[src/rtl/arith_pipe_pkg.sv]
// Shared definitions for arith_pipe_unit: op encodings and the operation evaluator.
// Build option: ARITH_PIPE_SAT_EN makes add/sub saturate instead of wrapping.
package arith_pipe_pkg;

  localparam logic [1:0] OP_ADD = 2'b00;
  localparam logic [1:0] OP_SUB = 2'b01;
  localparam logic [1:0] OP_AND = 2'b10;
  localparam logic [1:0] OP_XOR = 2'b11;

  // Widest operand supported; callers zero-extend and keep the low W bits.
  localparam int unsigned MAX_W = 64;
  localparam int unsigned IDX_W = 7;

  // Returns {ovf, y} with y in the low MAX_W bits, masked to w bits.
  function automatic logic [MAX_W:0] alu_eval(input logic [MAX_W-1:0] a,
                                               input logic [MAX_W-1:0] b,
                                               input logic [1:0]       op,
                                               input int unsigned      w);
    logic [MAX_W:0]   sum;
    logic [MAX_W-1:0] diff;
    logic [MAX_W-1:0] mask;
    logic [MAX_W-1:0] y;
    logic             ovf;
    mask = (w >= MAX_W) ? '1 : ((MAX_W'(1) << w) - MAX_W'(1));
    sum  = {1'b0, a} + {1'b0, b};
    diff = a - b;
    y    = '0;
    ovf  = 1'b0;
    case (op)
      OP_ADD: begin
        y   = sum[MAX_W-1:0] & mask;
        ovf = sum[IDX_W'(w)];
`ifdef ARITH_PIPE_SAT_EN
        if (ovf) y = mask;
`endif
      end
      OP_SUB: begin
        y   = diff & mask;
        ovf = (a < b);
`ifdef ARITH_PIPE_SAT_EN
        if (ovf) y = '0;
`endif
      end
      OP_AND:  y = a & b;
      default: y = a ^ b;
    endcase
    return {ovf, y};
  endfunction

endpackage

[src/rtl/arith_pipe_unit_if.sv]
// Operand/result handshake bundle for arith_pipe_unit; slave is the unit side.
interface arith_pipe_unit_if #(
  parameter int unsigned W     = 12,
  parameter int unsigned CNT_W = 16
);
  logic             flush;
  logic             in_valid;
  logic             in_ready;
  logic [1:0]       op;
  logic [W-1:0]     a;
  logic [W-1:0]     b;
  logic             out_valid;
  logic             out_ready;
  logic [W-1:0]     y;
  logic             ovf;
  logic [CNT_W-1:0] out_count;

  modport master (
    output flush, in_valid, op, a, b, out_ready,
    input  in_ready, out_valid, y, ovf, out_count
  );

  modport slave (
    input  flush, in_valid, op, a, b, out_ready,
    output in_ready, out_valid, y, ovf, out_count
  );
endinterface

[src/rtl/arith_pipe_stage.sv]
// One pipeline slot: valid bit plus {ovf, y} payload, loaded on in_adv, drained on out_adv.
module arith_pipe_stage #(
  parameter int unsigned DW = 13
) (
  input  logic          clk,
  input  logic          rst_n,
  input  logic          flush_i,
  input  logic          in_adv_i,
  input  logic          out_adv_i,
  input  logic [DW-1:0] d_i,
  output logic          v_o,
  output logic [DW-1:0] q_o
);

  logic          v_d, v_q;
  logic [DW-1:0] q_d, q_q;

  // Load wins over drain so a simultaneous refill keeps the slot occupied.
  always_comb begin
    v_d = v_q;
    q_d = q_q;
    if (flush_i) begin
      v_d = 1'b0;
    end else if (in_adv_i) begin
      v_d = 1'b1;
      q_d = d_i;
    end else if (out_adv_i) begin
      v_d = 1'b0;
    end
  end

  always_ff @(posedge clk or negedge rst_n) begin
    if (!rst_n) begin
      v_q <= 1'b0;
      q_q <= '0;
    end else begin
      v_q <= v_d;
      q_q <= q_d;
    end
  end

  assign v_o = v_q;
  assign q_o = q_q;

endmodule

[src/rtl/arith_pipe_unit.sv]
// STAGES-deep two-operand arithmetic pipeline with valid/ready, flush and result counter.
// Build option: ARITH_PIPE_SAT_EN (saturating add/sub, handled in arith_pipe_pkg).
module arith_pipe_unit
  import arith_pipe_pkg::*;
#(
  parameter int unsigned W      = 12,
  parameter int unsigned STAGES = 2,
  parameter int unsigned CNT_W  = 16
) (
  input logic              clk,
  input logic              rst_n,
  arith_pipe_unit_if.slave bus
);

  localparam int unsigned DW   = W + 1;
  localparam int unsigned LAST = STAGES - 1;

  logic [STAGES-1:0] v_q;
  logic [STAGES-1:0] adv;
  logic [DW-1:0]     stage_q [STAGES];
  logic [MAX_W:0]    res;
  logic [DW-1:0]     eval;
  logic              drain;
  logic              accept;
  logic [CNT_W-1:0]  cnt_d, cnt_q;

  always_comb begin
    res  = alu_eval(MAX_W'(bus.a), MAX_W'(bus.b), bus.op, W);
    eval = {res[MAX_W], W'(res)};
  end

  assign drain       = bus.out_ready & ~bus.flush;
  assign bus.in_ready = ~bus.flush & (~v_q[0] | adv[0]);
  assign accept      = bus.in_valid & bus.in_ready;

  for (genvar k = 0; k < STAGES; k++) begin : g_stage
    logic          in_adv;
    logic [DW-1:0] d;

    // Unrolled ready chain: a stage moves if any later slot is empty or the tail drains.
    if (k == LAST) begin : g_tail
      assign adv[k] = v_q[k] & drain;
    end else begin : g_mid
      assign adv[k] = v_q[k] & (~(&v_q[LAST:k+1]) | drain);
    end

    if (k == 0) begin : g_head
      assign in_adv = accept;
      assign d      = eval;
    end else begin : g_body
      assign in_adv = adv[k-1];
      assign d      = stage_q[k-1];
    end

    arith_pipe_stage #(.DW(DW)) u_stage (
      .clk       (clk),
      .rst_n     (rst_n),
      .flush_i   (bus.flush),
      .in_adv_i  (in_adv),
      .out_adv_i (adv[k]),
      .d_i       (d),
      .v_o       (v_q[k]),
      .q_o       (stage_q[k])
    );
  end

  // Completed-handshake counter; survives flush, wraps naturally.
  always_comb begin
    cnt_d = cnt_q + CNT_W'(adv[LAST]);
  end

  always_ff @(posedge clk or negedge rst_n) begin
    if (!rst_n) cnt_q <= '0;
    else        cnt_q <= cnt_d;
  end

  assign bus.out_valid = v_q[LAST] & ~bus.flush;
  assign bus.y         = stage_q[LAST][W-1:0];
  assign bus.ovf       = stage_q[LAST][W];
  assign bus.out_count = cnt_q;

endmodule
[src/flat_wrapper.sv]
// flat-port wrapper written by rule: the top's interface ports become plain ports
module arith_pipe_unit_flat import arith_pipe_pkg::*;
#(
  parameter int unsigned W      = 12,
  parameter int unsigned STAGES = 2,
  parameter int unsigned CNT_W  = 16
)
  (clk, rst_n, bus_flush, bus_in_valid, bus_op, bus_a, bus_b, bus_out_ready, bus_in_ready, bus_out_valid, bus_y, bus_ovf, bus_out_count);
  arith_pipe_unit_if #(.W(W), .CNT_W(CNT_W)) bus_i ();
  input logic clk;
  input logic rst_n;
  input wire logic [$bits(bus_i.flush)-1:0] bus_flush;
  input wire logic [$bits(bus_i.in_valid)-1:0] bus_in_valid;
  input wire logic [$bits(bus_i.op)-1:0] bus_op;
  input wire logic [$bits(bus_i.a)-1:0] bus_a;
  input wire logic [$bits(bus_i.b)-1:0] bus_b;
  input wire logic [$bits(bus_i.out_ready)-1:0] bus_out_ready;
  output wire logic [$bits(bus_i.in_ready)-1:0] bus_in_ready;
  output wire logic [$bits(bus_i.out_valid)-1:0] bus_out_valid;
  output wire logic [$bits(bus_i.y)-1:0] bus_y;
  output wire logic [$bits(bus_i.ovf)-1:0] bus_ovf;
  output wire logic [$bits(bus_i.out_count)-1:0] bus_out_count;
  assign bus_i.flush = bus_flush;
  assign bus_i.in_valid = bus_in_valid;
  assign bus_i.op = bus_op;
  assign bus_i.a = bus_a;
  assign bus_i.b = bus_b;
  assign bus_i.out_ready = bus_out_ready;
  assign bus_in_ready = bus_i.in_ready;
  assign bus_out_valid = bus_i.out_valid;
  assign bus_y = bus_i.y;
  assign bus_ovf = bus_i.ovf;
  assign bus_out_count = bus_i.out_count;
  arith_pipe_unit #(.W(W), .STAGES(STAGES), .CNT_W(CNT_W)) u_core (.clk(clk), .rst_n(rst_n), .bus(bus_i));
endmodule
[config.mk]
export PLATFORM = sky130hd
export DESIGN_NAME = arith_pipe_unit_flat
export DESIGN_NICKNAME = d
export VERILOG_FILES = /design/src/rtl/arith_pipe_pkg.sv /design/src/rtl/arith_pipe_unit_if.sv /design/src/rtl/arith_pipe_stage.sv /design/src/rtl/arith_pipe_unit.sv /design/src/flat_wrapper.sv
export SDC_FILE = /design/constraint.sdc
export NUM_CORES = 1
export LEC_CHECK = 0
export ABC_AREA = 1
export CAP_MARGIN = 20
export CORE_MARGIN = 2
export CORE_UTILIZATION = 35
export DETAILED_ROUTE_END_ITERATION = 8
export SYNTH_ARGS = -nofsm -noshare
export SYNTH_HDL_FRONTEND = slang
export SYNTH_SLANG_ARGS = --single-unit
[constraint.sdc]
create_clock -name clk -period 2.3 [get_ports clk]
set_input_delay 0.69 -clock clk [delete_from_list [all_inputs] [get_ports clk]]
set_output_delay 0.69 -clock clk [all_outputs]
set_load 0.005 [all_outputs]
After elaboration in Yosys (flattened, before gate mapping)

Cells that the tools add are included.

Register bits after elaboration: 44
Input bits: 31
Output and inout port bits: 31
Logic and storage cells: 37

$add $sub $neg: 3
$lt $le $gt $ge: 1
Equal/unequal tests: 2
Muxes and demuxes: 8
Bitwise gates (word level): 13
Reductions and logical operators: 5

Operators by type and width:

| kind               | count |
|---|---|
| $pmux 12 s3        | 1 |
| $add 16x1->16      | 1 |
| $add 12x12->13     | 1 |
| $and 12x12->12     | 1 |
| $lt 12x12->1       | 1 |
| $sub 12x12->12     | 1 |
| $xor 12x12->12     | 1 |
| $and 1x1->1        | 6 |
| $mux 1             | 6 |
| $reduce_bool 3->1  | 2 |
| $reduce_and 2->1   | 2 |
| $not 1->1          | 3 |
| $eq 2x1->1 const B | 1 |
| $eq 2x2->1 const B | 1 |
| $logic_not 2->1    | 1 |
| $or 1x1->1         | 2 |
| $pmux 1 s2         | 1 |

Depth between registers and ports, before layout

Depth in word-level cells: 9
Depth in mapped cells: 16
Mapped depth without buffers: 15

Cells and area by module

A second synthesis with hierarchy kept.

Cells, all modules: 515
Area, all modules: 3,532.1 µm²

Modules (own cells, without submodules):

| module           | times used | cells each | area an instance (µm²) | seq. area each (µm²) |
|---|---|---|---|---|
| arith_pipe_unit  | 1          | 393        | 2,411.1                | 400.4 |
| arith_pipe_stage | 2          | 61         | 560.5                  | 350.3 |

Worst setup path after synthesis

Ideal clock, no wire load.

Kind: input-to-reg
Start: input bus_flush
End: register u_core.cnt_q[14] (netlist: u_core.bus.out_count[14])
Library setup time: 0.079 ns
Data arrival time: 2.079 ns
Data required time: 2.221 ns
Setup slack: 0.141 ns
Cell stages on the path: 12
Buffers on the path: 0
Path through: inv_1 -> nand2_1 -> nor2_1 -> ha_1 -> ha_1 -> nand2_1 -> nor2_2 -> nand3_2 -> nor3_4 -> nand3_2 -> nor3_2 -> xor2_1

Longest elaborated chain between the ends: 4

Ends and longest elaborated chain:

| item                       | line                  | source |
|---|---|---|
| start, declared            | flat_wrapper.sv:12    | `input wire logic [$bits(bus_i.flush)-1:0] bus_flush;` |
| $not 1->1 (no source line) | n/a                   |  |
| $and 1x1->1                | arith_pipe_unit.sv:32 | `assign drain = bus.out_ready & ~bus.flush;` |
| $and 1x1->1                | arith_pipe_unit.sv:42 | `assign adv[k] = v_q[k] & drain;` |
| $add 16x1->16              | arith_pipe_unit.sv:69 | `cnt_d = cnt_q + CNT_W'(adv[LAST]);` |
| via u_core.cnt_d[14]       | arith_pipe_unit.sv:25 | `logic [CNT_W-1:0] cnt_d, cnt_q;` |
| end signal, assigned       | arith_pipe_unit.sv:74 | `else cnt_q <= cnt_d;` |
| end, declared              | arith_pipe_unit.sv:25 |  |

The timed path passes the listed nets, and every way through them passes these cells.
A chain may end at the register's enable or synchronous reset.

Worst setup path in the final report

Start: input bus_out_ready
End: output bus_in_ready

Longest elaborated chain between the ends: 5

Ends and longest elaborated chain:

| item            | line                  | source |
|---|---|---|
| start, declared | flat_wrapper.sv:17    | `input wire logic [$bits(bus_i.out_ready)-1:0] bus_out_ready;` |
| $and 1x1->1     | arith_pipe_unit.sv:32 |  |
| $or 1x1->1      | arith_pipe_unit.sv:44 | `assign adv[k] = v_q[k] & (~(&v_q[LAST:k+1]) \| drain);` |
| $and 1x1->1     | arith_pipe_unit.sv:44 |  |
| $or 1x1->1      | arith_pipe_unit.sv:33 | `assign bus.in_ready = ~bus.flush & (~v_q[0] \| adv[0]);` |
| $and 1x1->1     | arith_pipe_unit.sv:33 |  |
| end, declared   | flat_wrapper.sv:18    | `output wire logic [$bits(bus_i.in_ready)-1:0] bus_in_ready;` |

No other way between the ends.

==> impl_results.md <==
* Status: finished, final reports clean
* Hold_ws at 0.392 ns
* Largest buffer count on any clock path at 2
* Root Buffer Master: clkbuf_8
* Compound-Gate Fraction of Synth Area at 0.0865
* Antenna viol nets, final at 0
* RSZ-0062 raised after global routing: yes
* CTS tree: yes
* Die Area at 10700 um^2
* Mux cell area share after synthesis at 0.0163
* Largest net degree at the start of global routing at 24
* Die span in x at 103 um
* GPL Wtd Cong at 0.942
* Core ar. at 9680 um^2
* Synth Warn # at 0
* CP Cell Sequence: dlygate4sd2_1 > nand2_2 > nand2_2 > nor2_2 > nor2_2 > dlygate4sd2_1
* Global-route usage over all layers at 0.192
* Setup WS pre-CTS at -0.494 ns
* Tightest Pin Transition at 0.598 ns
* Synthesized-area fraction occupied by adder cells at 0.106
* Synth unique cells at 35
* Clk slew on worst S/H paths at 0.08 ns
* Layout cell share with drive strength beyond 1 at 0.320
* Clk_lat worst skew at 0.29 ns
* Drt first pass iters at 4
* Syn_nets at 550
* Worst-path maximum fanout at 3
* Starting density of the core at 0.357
* Placement Cell Area at 4750 um^2
* Cts hold-fix bufs at 0
* Num CTS Buffers at 5
* Slew Limit Headroom at 0.601
* Crit path max-delay cell type: dlygate4sd2_1
* Min setup slack post-route at 0.0811 ns
* Post-route design area at 5400 um^2
* Worst min-delay path class: primary input to async pin
* Mapped Cells at 491
* Post-synthesis cell area at 3460 um^2
* Nets@finish at 690
* Initial antenna violation count at 0
* Die height at 103 um
* DP HPWL at 7650 um
* H-tree Lvls at 2
* FF+latch count, synth at 44
* Total number of vias at 3601
* Most common cell after layout, fill and taps aside: nand2_1
* Commonest non-fill, non-tap cells in the layout: 133 x nand2_1, 81 x buf_4, 54 x inv_1
* First-pass GRT wire length at 16100 um
* Share of the yosys chip area belonging to registers at 0.318
* Max-slew violation count at 0
* Largest stage delay, worst path at 0.25 ns
* Mean post-synth cell area at 7.04 um^2
* FMAX at 451 MHz
* Fraction of synthesized cell area in xor and xnor cells at 0.0376
* Cell row count at 36
* Min cycle time layout at 2.22 ns
* Data required, critical path at 1.61 ns
* VDD IR max at 248 uV
* Final Cycle Share at 0.965
* Area delta synth->final at 56.1%
* Total Wirelength at 9940 um
* Drc violations at 0
* Max cap viols at 0
* WL/cell at 13.0 um
* Setup Skew at 0.00317 ns
* Crit. End Element: primary output
* Vias in the first global route at 3533
* Setup violators final at 0
* Clock sinks at 44
* Iteration-0 DRC Markers at 100
* Largest family of logic cells by synthesized area: simple AND/OR/NAND/NOR gates
* Crit Path Class: primary input to primary output
* Power density over cell area at 518 nW/um^2
* Leakage at 2.79 nW
* Post-synthesis simple-gate area fraction at 0.326
* Post-route insts no fill at 764
* Arrival time at the worst endpoint at 1.53 ns
* Setup TNS at 0 ns
* Port Buffers at 61
* Startpoint types: primary input
* Placed insts at 744
* I/O pins at 62
* DR vias/cell at 4.71
* Grt ovf at 0
* Final Hold Viols at 0
* N_diodes at 0
layer usage:
| layer | GRT usage | wire length, um | vias to the layer above |
|---|---|---|---|
| met1 | 0.246 | 4430 | 1653 |
| met4 | 0.0840 | 218 | 0 |
| met5 | 0 | 0 | - |
| met2 | 0.329 | 4840 | 103 |
| li1 | - | - | 1828 |
| met3 | 0.0195 | 446 | 17 |
timing repair:
item | 4_1_cts | 5_1_grt
pin swaps | 12 | 34
resized for setup | 41 | 87
setup endpoints to repair | 16 | 15
gates cloned | 0 | 0
setup buffers | 3 | 10
per-stage QoR:
step / utilization / total power [mW]
2_1_floorplan: - / 1.45
4_1_cts: 0.521 / 2.73
3_5_place_dp: 0.490 / 1.98
6_report: 0.557 / 2.80
5_1_grt: 0.557 / 3.00
3_3_place_gp: 0.490 / 1.96
synthesized netlist by cell type, drive strengths merged:
cell type  count  share of area
xnor2          3         0.0098
xor2          11          0.028
nand4          6          0.011
o21a           1         0.0022
inv           75          0.081
nor3           7          0.020
clkbuf         2         0.0022
o21bai         1         0.0022
nor4           1         0.0018
nand2        156           0.17
a21oi         19          0.031
nor2          31          0.038
buf           14          0.025
a22oi          1         0.0022
o21ai         28          0.042
nand3         54          0.084
o2111ai        3         0.0076
dfrtp         44           0.32
clkinv         1         0.0011
ha            26          0.094
fa             2          0.012
mux2           5          0.016
cell families (layout without fill, tap and decap cells):
| group | after synthesis | after routing |
|---|---|---|
| fa+ha+maj | 28 | 28 |
| xor+xnor | 14 | 14 |
| buf+inv | 92 | 232 |
| mux | 5 | 5 |
| simple gates | 255 | 255 |
| flops | 44 | 44 |
| compound gates | 53 | 53 |
final timing paths:
kind                                                               start                                            end  slack, ns  cells past startpoint
hold / removal                                                     rst_n              u_core.bus.out_count[2]$_DFF_PN0_       0.39                      1
max in group asynchronous                                          rst_n   u_core.g_stage[0].u_stage.q_o[6]$_DFFE_PN0P_       1.38                      2
hold reg to reg            u_core.g_stage[0].u_stage.q_o[11]$_DFFE_PN0P_  u_core.g_stage[0].u_stage.q_o[11]$_DFFE_PN0P_       0.48                      2
setup / recovery                                           bus_out_ready                                   bus_in_ready       0.08                      6
min in group clk           u_core.g_stage[0].u_stage.q_o[11]$_DFFE_PN0P_  u_core.g_stage[0].u_stage.q_o[11]$_DFFE_PN0P_       0.48                      2
setup reg to reg               u_core.g_stage[1].u_stage.v_o$_DFFE_PN0P_             u_core.bus.out_count[15]$_DFF_PN0_       0.30                     12
final cells by class:
cell class / count / area, um^2
repair buffers: 149 / 1360
flip-flops and latches: 44 / 1100
multi-input cells: 355 / 2350
clock inverters: 2 / 60.1
well taps: 133 / 166
clock buffers: 5 / 68.8
inverters: 76 / 288
fillers: 907 / 4290
state kept, by name (all words and copies together) (netlist names):
name                        count
u_core.bus.out_count           16
u_core.g_stage.u_stage.q_o     26
u_core.g_stage.u_stage.v_o      2
critical path: cells and delay by family:
kind	cells	cell delay, ns
AND/OR/NAND/NOR	4	0.34
buffers and inverters	2	0.49
where the power goes:
| group | total (mW) | switching [mW] | internal [mW] |
|---|---|---|---|
| clock network | 0.688 | 0.261 | 0.428 |
| registers | 1.00 | 0.0919 | 0.910 |
| logic | 1.11 | 0.523 | 0.584 |
| total | 2.80 | 0.875 | 1.92 |
Note: power is estimated with default switching activity, not from simulation.
